## src/rtl/seg_display_rx.sv

```systemverilog
// seg_display_rx
//   Reads a processor's 7-segment display output back into bytes. Each
//   {lsb,seg} sample is synchronised and debounced. A symbol that has been
//   stable for long enough is decoded to a hex nibble. High and low nibbles
//   are paired, chosen by the lsb flag, and the resulting byte is presented
//   on a valid/ready output.
// Ports
//   i_clk          system clock, rising edge
//   i_rst_n        synchronous active-low reset
//   i_seg_in[6:0]  segment pattern {g,f,e,d,c,b,a}
//   i_lsb_in       0 = high nibble shown, 1 = low nibble shown
//   i_byte_ready   consumer accepts o_byte_data when o_byte_valid is set
//   o_byte_data    assembled byte {hi,lo}
//   o_byte_valid   o_byte_data holds an unconsumed byte
//   o_sym_err      1-cycle pulse: stable pattern is not a hex digit or blank
//   o_overrun      1-cycle pulse: byte completed while the previous was held
module seg_display_rx #(
  parameter int SYNC_STAGES    = 2,
  parameter int STABLE_CYCLES  = 4,
  parameter bit SEG_ACTIVE_LOW = 1'b0
) (
  input  logic       i_clk,
  input  logic       i_rst_n,
  input  logic [6:0] i_seg_in,
  input  logic       i_lsb_in,
  input  logic       i_byte_ready,
  output logic [7:0] o_byte_data,
  output logic       o_byte_valid,
  output logic       o_sym_err,
  output logic       o_overrun
);

  localparam int              CW = $clog2(STABLE_CYCLES + 1);
  localparam logic [CW-1:0]   SC = CW'(STABLE_CYCLES);

  typedef enum logic {S_IDLE, S_HAVE_HI} state_t;

  // Polarity is fixed before synchronising, so the reset value 0 means blank.
  logic [6:0] w_seg_fix;
  assign w_seg_fix = SEG_ACTIVE_LOW ? ~i_seg_in : i_seg_in;

  logic [SYNC_STAGES-1:0][7:0] r_sync;
  always_ff @(posedge i_clk) begin
    if (!i_rst_n) begin
      r_sync <= '0;
    end else begin
      r_sync[0] <= {i_lsb_in, w_seg_fix};
      for (int i = 1; i < SYNC_STAGES; i++) r_sync[i] <= r_sync[i-1];
    end
  end

  logic [7:0] w_cur;
  assign w_cur = r_sync[SYNC_STAGES-1];

  // Debounce: run-length counter that saturates at SC. A symbol is accepted
  // only on the edge where the counter first reaches SC. When the counter is
  // already saturated on an equal sample, nothing is accepted, so a held
  // symbol is taken exactly once.
  logic [7:0]    r_prev;
  logic [CW-1:0] r_cnt;
  logic [CW-1:0] w_cnt_nxt;
  logic          w_change;
  logic          w_accept;

  assign w_change = (w_cur != r_prev);

  always_comb begin
    w_cnt_nxt = r_cnt;
    if (w_change)         w_cnt_nxt = CW'(1);
    else if (r_cnt != SC) w_cnt_nxt = r_cnt + CW'(1);
  end

  assign w_accept = (w_cnt_nxt == SC) && (w_change || (r_cnt != SC));

  always_ff @(posedge i_clk) begin
    if (!i_rst_n) begin
      r_prev <= '0;
      r_cnt  <= '0;
    end else begin
      r_prev <= w_cur;
      r_cnt  <= w_cnt_nxt;
    end
  end

  // Hex decode; bit 4 flags a recognised digit.
  function automatic logic [4:0] decode(input logic [6:0] p);
    case (p)
      7'h3F: decode = 5'h10; 7'h06: decode = 5'h11;
      7'h5B: decode = 5'h12; 7'h4F: decode = 5'h13;
      7'h66: decode = 5'h14; 7'h6D: decode = 5'h15;
      7'h7D: decode = 5'h16; 7'h07: decode = 5'h17;
      7'h7F: decode = 5'h18; 7'h6F: decode = 5'h19;
      7'h77: decode = 5'h1A; 7'h7C: decode = 5'h1B;
      7'h39: decode = 5'h1C; 7'h5E: decode = 5'h1D;
      7'h79: decode = 5'h1E; 7'h71: decode = 5'h1F;
      default: decode = 5'h00;
    endcase
  endfunction

  logic [4:0] w_dec;
  logic       w_blank;
  assign w_dec   = decode(w_cur[6:0]);
  assign w_blank = (w_cur[6:0] == 7'h00);

  state_t     r_state;
  logic [3:0] r_hi;

  always_ff @(posedge i_clk) begin
    if (!i_rst_n) begin
      r_state      <= S_IDLE;
      r_hi         <= '0;
      o_byte_data  <= '0;
      o_byte_valid <= 1'b0;
      o_sym_err    <= 1'b0;
      o_overrun    <= 1'b0;
    end else begin
      o_sym_err <= 1'b0;
      o_overrun <= 1'b0;
      if (o_byte_valid && i_byte_ready) o_byte_valid <= 1'b0;

      if (w_accept && !w_blank) begin
        if (!w_dec[4]) begin
          o_sym_err <= 1'b1;
          r_state   <= S_IDLE;
        end else if (!w_cur[7]) begin
          // A high nibble in HAVE_HI overwrites the stored one, which resyncs
          // the pairing.
          r_hi    <= w_dec[3:0];
          r_state <= S_HAVE_HI;
        end else if (r_state == S_HAVE_HI) begin
          r_state <= S_IDLE;
          // The slot is free if it is empty or is being consumed on this edge.
          if (!o_byte_valid || i_byte_ready) begin
            o_byte_data  <= {r_hi, w_dec[3:0]};
            o_byte_valid <= 1'b1;
          end else begin
            o_overrun <= 1'b1;
          end
        end
      end
    end
  end

endmodule

```

## config.mk

```make
export PLATFORM = sky130hd
export DESIGN_NAME = seg_display_rx
export DESIGN_NICKNAME = d
export VERILOG_FILES = /design/src/rtl/seg_display_rx.sv
export SDC_FILE = /design/constraint.sdc
export NUM_CORES = 1
export LEC_CHECK = 0
export BUFFER_PORTS_ARGS = -buffer_cell sky130_fd_sc_hd__buf_4
export CAP_MARGIN = 10
export CORE_ASPECT_RATIO = 1.2
export CORE_MARGIN = 4
export CORE_UTILIZATION = 30
export DETAILED_ROUTE_END_ITERATION = 6
export PLACE_DENSITY = 0.43
export SYNTH_ARGS = -nofsm -noshare
export SYNTH_HDL_FRONTEND = slang
export SYNTH_SLANG_ARGS = --single-unit
```

## constraint.sdc

```tcl
create_clock -name i_clk -period 3.3 [get_ports i_clk]
set_input_delay 0.66 -clock i_clk [delete_from_list [all_inputs] [get_ports i_clk]]
set_output_delay 0.66 -clock i_clk [all_outputs]
set_load 0.1 [all_outputs]
```

==> flow_metrics.tcl <==
set metrics [dict create \
    holdPathEnd "w_cur[4]$_SDFF_PN0_" \
    fmax_mhz 407 \
    drv_cap 0 \
    port_buffers 21 \
    grt_pass1_vias 1302 \
    cts_max_path_buffers 2 \
    fin_skew_ps 8.79 \
    period_needed_ps 2460 \
    antenna_found_initial 0 \
    routed_wl_mm 3.65 \
    r2r-end "o_byte_data[0]$_SDFFE_PN0P_" \
    fin_area_mm2 0.00217 \
    gr-usage-met3_pct 2.84 \
    drt_iter0_markers 49 \
    ios 22 \
    syn_area_mm2 0.00190 \
    synth_seq_cells 43 \
    holdWs_ps 436 \
    hpwl_mm 2.62 \
    synth.top_cell.area_share_pct 45.4 \
    cts_tree "built" \
    powerDensity_mw_per_mm2 439 \
    synth.avg_cell_area_um2 9.73 \
    grt_util_met1_pct 12.4 \
    synth.distinct_cells 45 \
    crit_fanout 13 \
    worst_pin_slew_ps 707 \
    num_rows 31 \
    hold_path_class "flop to flop" \
    status "finished, final reports clean" \
    grt-ovfl-total 0 \
    reg2reg_from "w_cur[4]$_SDFF_PN0_" \
    grt_pass1_wl_mm 6.22 \
    clockPowerShare_pct 36.2 \
    swShare_pct 25.0 \
    critPathCaptureType "flop" \
    holdPathStages 1 \
    postCtsSetupBuffers 0 \
    diodes 0 \
    synth_ff_type "dfxtp_1" \
    hp-start "r_sync[4]$_SDFF_PN0_" \
    slew_viol_final 0 \
    fin_setup_tns_ps 0 \
    fp.dieW_um 80.6 \
    async_flop_share_pct 0 \
    cts_sinks 43 \
    syn-instance-count 195 \
    drc_errors 0 \
    die_area_mm2 0.00766 \
    clock_latency_ps 300 \
    synth_top_area_cell "dfxtp_1" \
    core_mm2 0.00609 \
    slew_headroom_pct 52.5 \
    start_util_pct 31.1 \
    p_switching_uw 238 \
    nNetsFinal 223 \
    timing_worst_setup_path_type "flop to flop" \
    ctsRootBufferMaster "clkbuf_8" \
    setup_viol 0 \
    num-fill-cells 631 \
    synth_seq_area_share_pct 45.4 \
    grtUsageMet2_pct 17.9 \
    synth.area.top_cells "dfxtp_1, and2_1, mux2i_1" \
    worstPathArrival_ps 2690 \
    routedWlPerCell_um 12.5 \
    cts_made_buffers 5 \
    rsz0062_at_grt "false" \
    path_clk_slew_ps 90 \
    seq_power_share_pct 57.8 \
    irDropWorstVdd_mv 0.251 \
    drive_gt1_share_pct 17.5 \
    power_frac_comb_pct 6.0 \
    worstPathRequired_ps 3530 \
    holdBufCountCts 0 \
    r2r_cells 6 \
    area_growth_pct 14.2 \
    grt_usage_pct 10.5 \
    p_total_uw 951 \
    hold_violations 0 \
    yosysWarnings 0 \
    grt_max_degree 47 \
    cts_max_level 2 \
    startpoint_type "flop" \
    synthesis.nets 208 \
    dpl_cell_area_mm2 0.00207 \
    internal-power_uw 713 \
    firstDrtPassIters 4 \
    reg2reg_slack_ps 840 \
    cts-resized-gates 0 \
    finalCritPeriodShare_pct 74.5 \
    final_antenna_net_count 0 \
    synth_edf_count 0 \
    vias 1342 \
    place.gp.congestion 0.753 \
    p_leak_nw 0.789 \
    die_h_um 95.1 \
    via_per_inst 4.58 \
    busiest_layer "met2" \
]
==> cell usage in the layout, fill, tap and decap left out, drive strengths merged, types with 4 or more instances in the layout <==
master / synthesis / routed
nor3: 7 / 7
xnor2: 9 / 9
inv: 4 / 5
buf: 8 / 21
mux2i: 12 / 12
and3: 5 / 5
nand2: 24 / 24
clkbuf: 5 / 5
nor2: 7 / 7
and2: 25 / 25
dfxtp: 43 / 43
o21ai: 4 / 4
==> cells in the mapped netlist (all sizes together), types with 3 or more instances <==
master	number
nand2	24
nor3	7
nand4	3
clkbuf	5
dfxtp	43
inv	4
a21oi	3
nand3	3
mux2i	12
nor2	7
and2	25
buf	8
o21ai	4
and3	5
o21a	3
xnor2	9
==> per-layer routing <==
metal	part of all wire, %	vias to the layer above
li1	-	691
met1	44	614
met2	50	30
met3	3.6	7
met4	2.2	0
met5	0	-
==> worst max-delay path: stages, from the launching register on <==
cell      delay [ps]
dfxtp_1          610
nor3b_1          320
o2111a_1         250
nor3_1            70
and3_4           210
nor4_4           670
mux2i_1          260
==> registers in the layout (all words and copies together) (netlist names), 3 cells and up <==
signal,flops
o_byte_data,8
r_sync,8
r_prev,8
r_cnt,3
w_cur,8
r_hi,4
==> power by group through the flow <==
stage                     logic (mW)  clock network [mW]  registers [mW]
after floorplan               0.0543                   0           0.550
after global placement        0.0576                   0           0.561
after detailed placement      0.0591                   0           0.562
after CTS                     0.0593               0.361           0.549
after global routing          0.0656               0.382           0.552
final                         0.0573               0.344           0.549
==> through the flow <==
stage / setup slack [ps] / std cells / util (%)
3_3_place_gp: 887 / 285 / 34.1
5_1_grt: 597 / 293 / 35.6
4_1_cts: 820 / 293 / 35.6
3_5_place_dp: 843 / 285 / 34.1
2_1_floorplan: 1170 / 195 / -
6_report: 840 / 293 / 35.6
==> cells by family (layout without fill, tap and decap cells) <==
family | Yosys count | after routing | share of synthesized area (%)
AO/OA/AOI/OAI | 20 | 20 | 8.11
XOR/XNOR | 10 | 10 | 4.62
adder cells (fa/ha/maj) | 2 | 2 | 1.32
buffers and inverters | 17 | 33 | 5.14
flip-flops | 43 | 43 | 45.4
multiplexers | 12 | 12 | 6.33
AND/OR/NAND/NOR | 91 | 91 | 29.1
==> cell type report <==
class / count / area (µm²) / area share [%]
timing repair buffer: 21 / 158 / 7.27
sequential: 43 / 861 / 39.7
tap: 82 / 103 / 4.73
clock buffer: 5 / 68.8 / 3.18
clock inverter: 3 / 23.8 / 1.10
multi-input combinational: 135 / 938 / 43.3
inverter: 4 / 15.0 / 0.693
==> worst max path at each step <==
| stage | slack (ps) | start | endpoint |
|---|---|---|---|
| 6_report | 840 | w_cur[4]$_SDFF_PN0_ | o_byte_data[0]$_SDFFE_PN0P_ |
| 5_1_grt | 600 | w_cur[4]$_SDFF_PN0_ | o_byte_data[7]$_SDFFE_PN0P_ |
| 4_1_cts | 820 | r_cnt[0]$_SDFF_PN0_ | o_byte_data[7]$_SDFFE_PN0P_ |
| 3_5_place_dp | 840 | r_cnt[0]$_SDFF_PN0_ | o_byte_data[7]$_SDFFE_PN0P_ |
| 3_3_place_gp | 890 | w_cur[4]$_SDFF_PN0_ | o_byte_data[3]$_SDFFE_PN0P_ |
| 2_1_floorplan | 1170 | r_cnt[0]$_SDFF_PN0_ | o_byte_data[0]$_SDFFE_PN0P_ |
No activity file was read; power rests on OpenSTA's default activity.
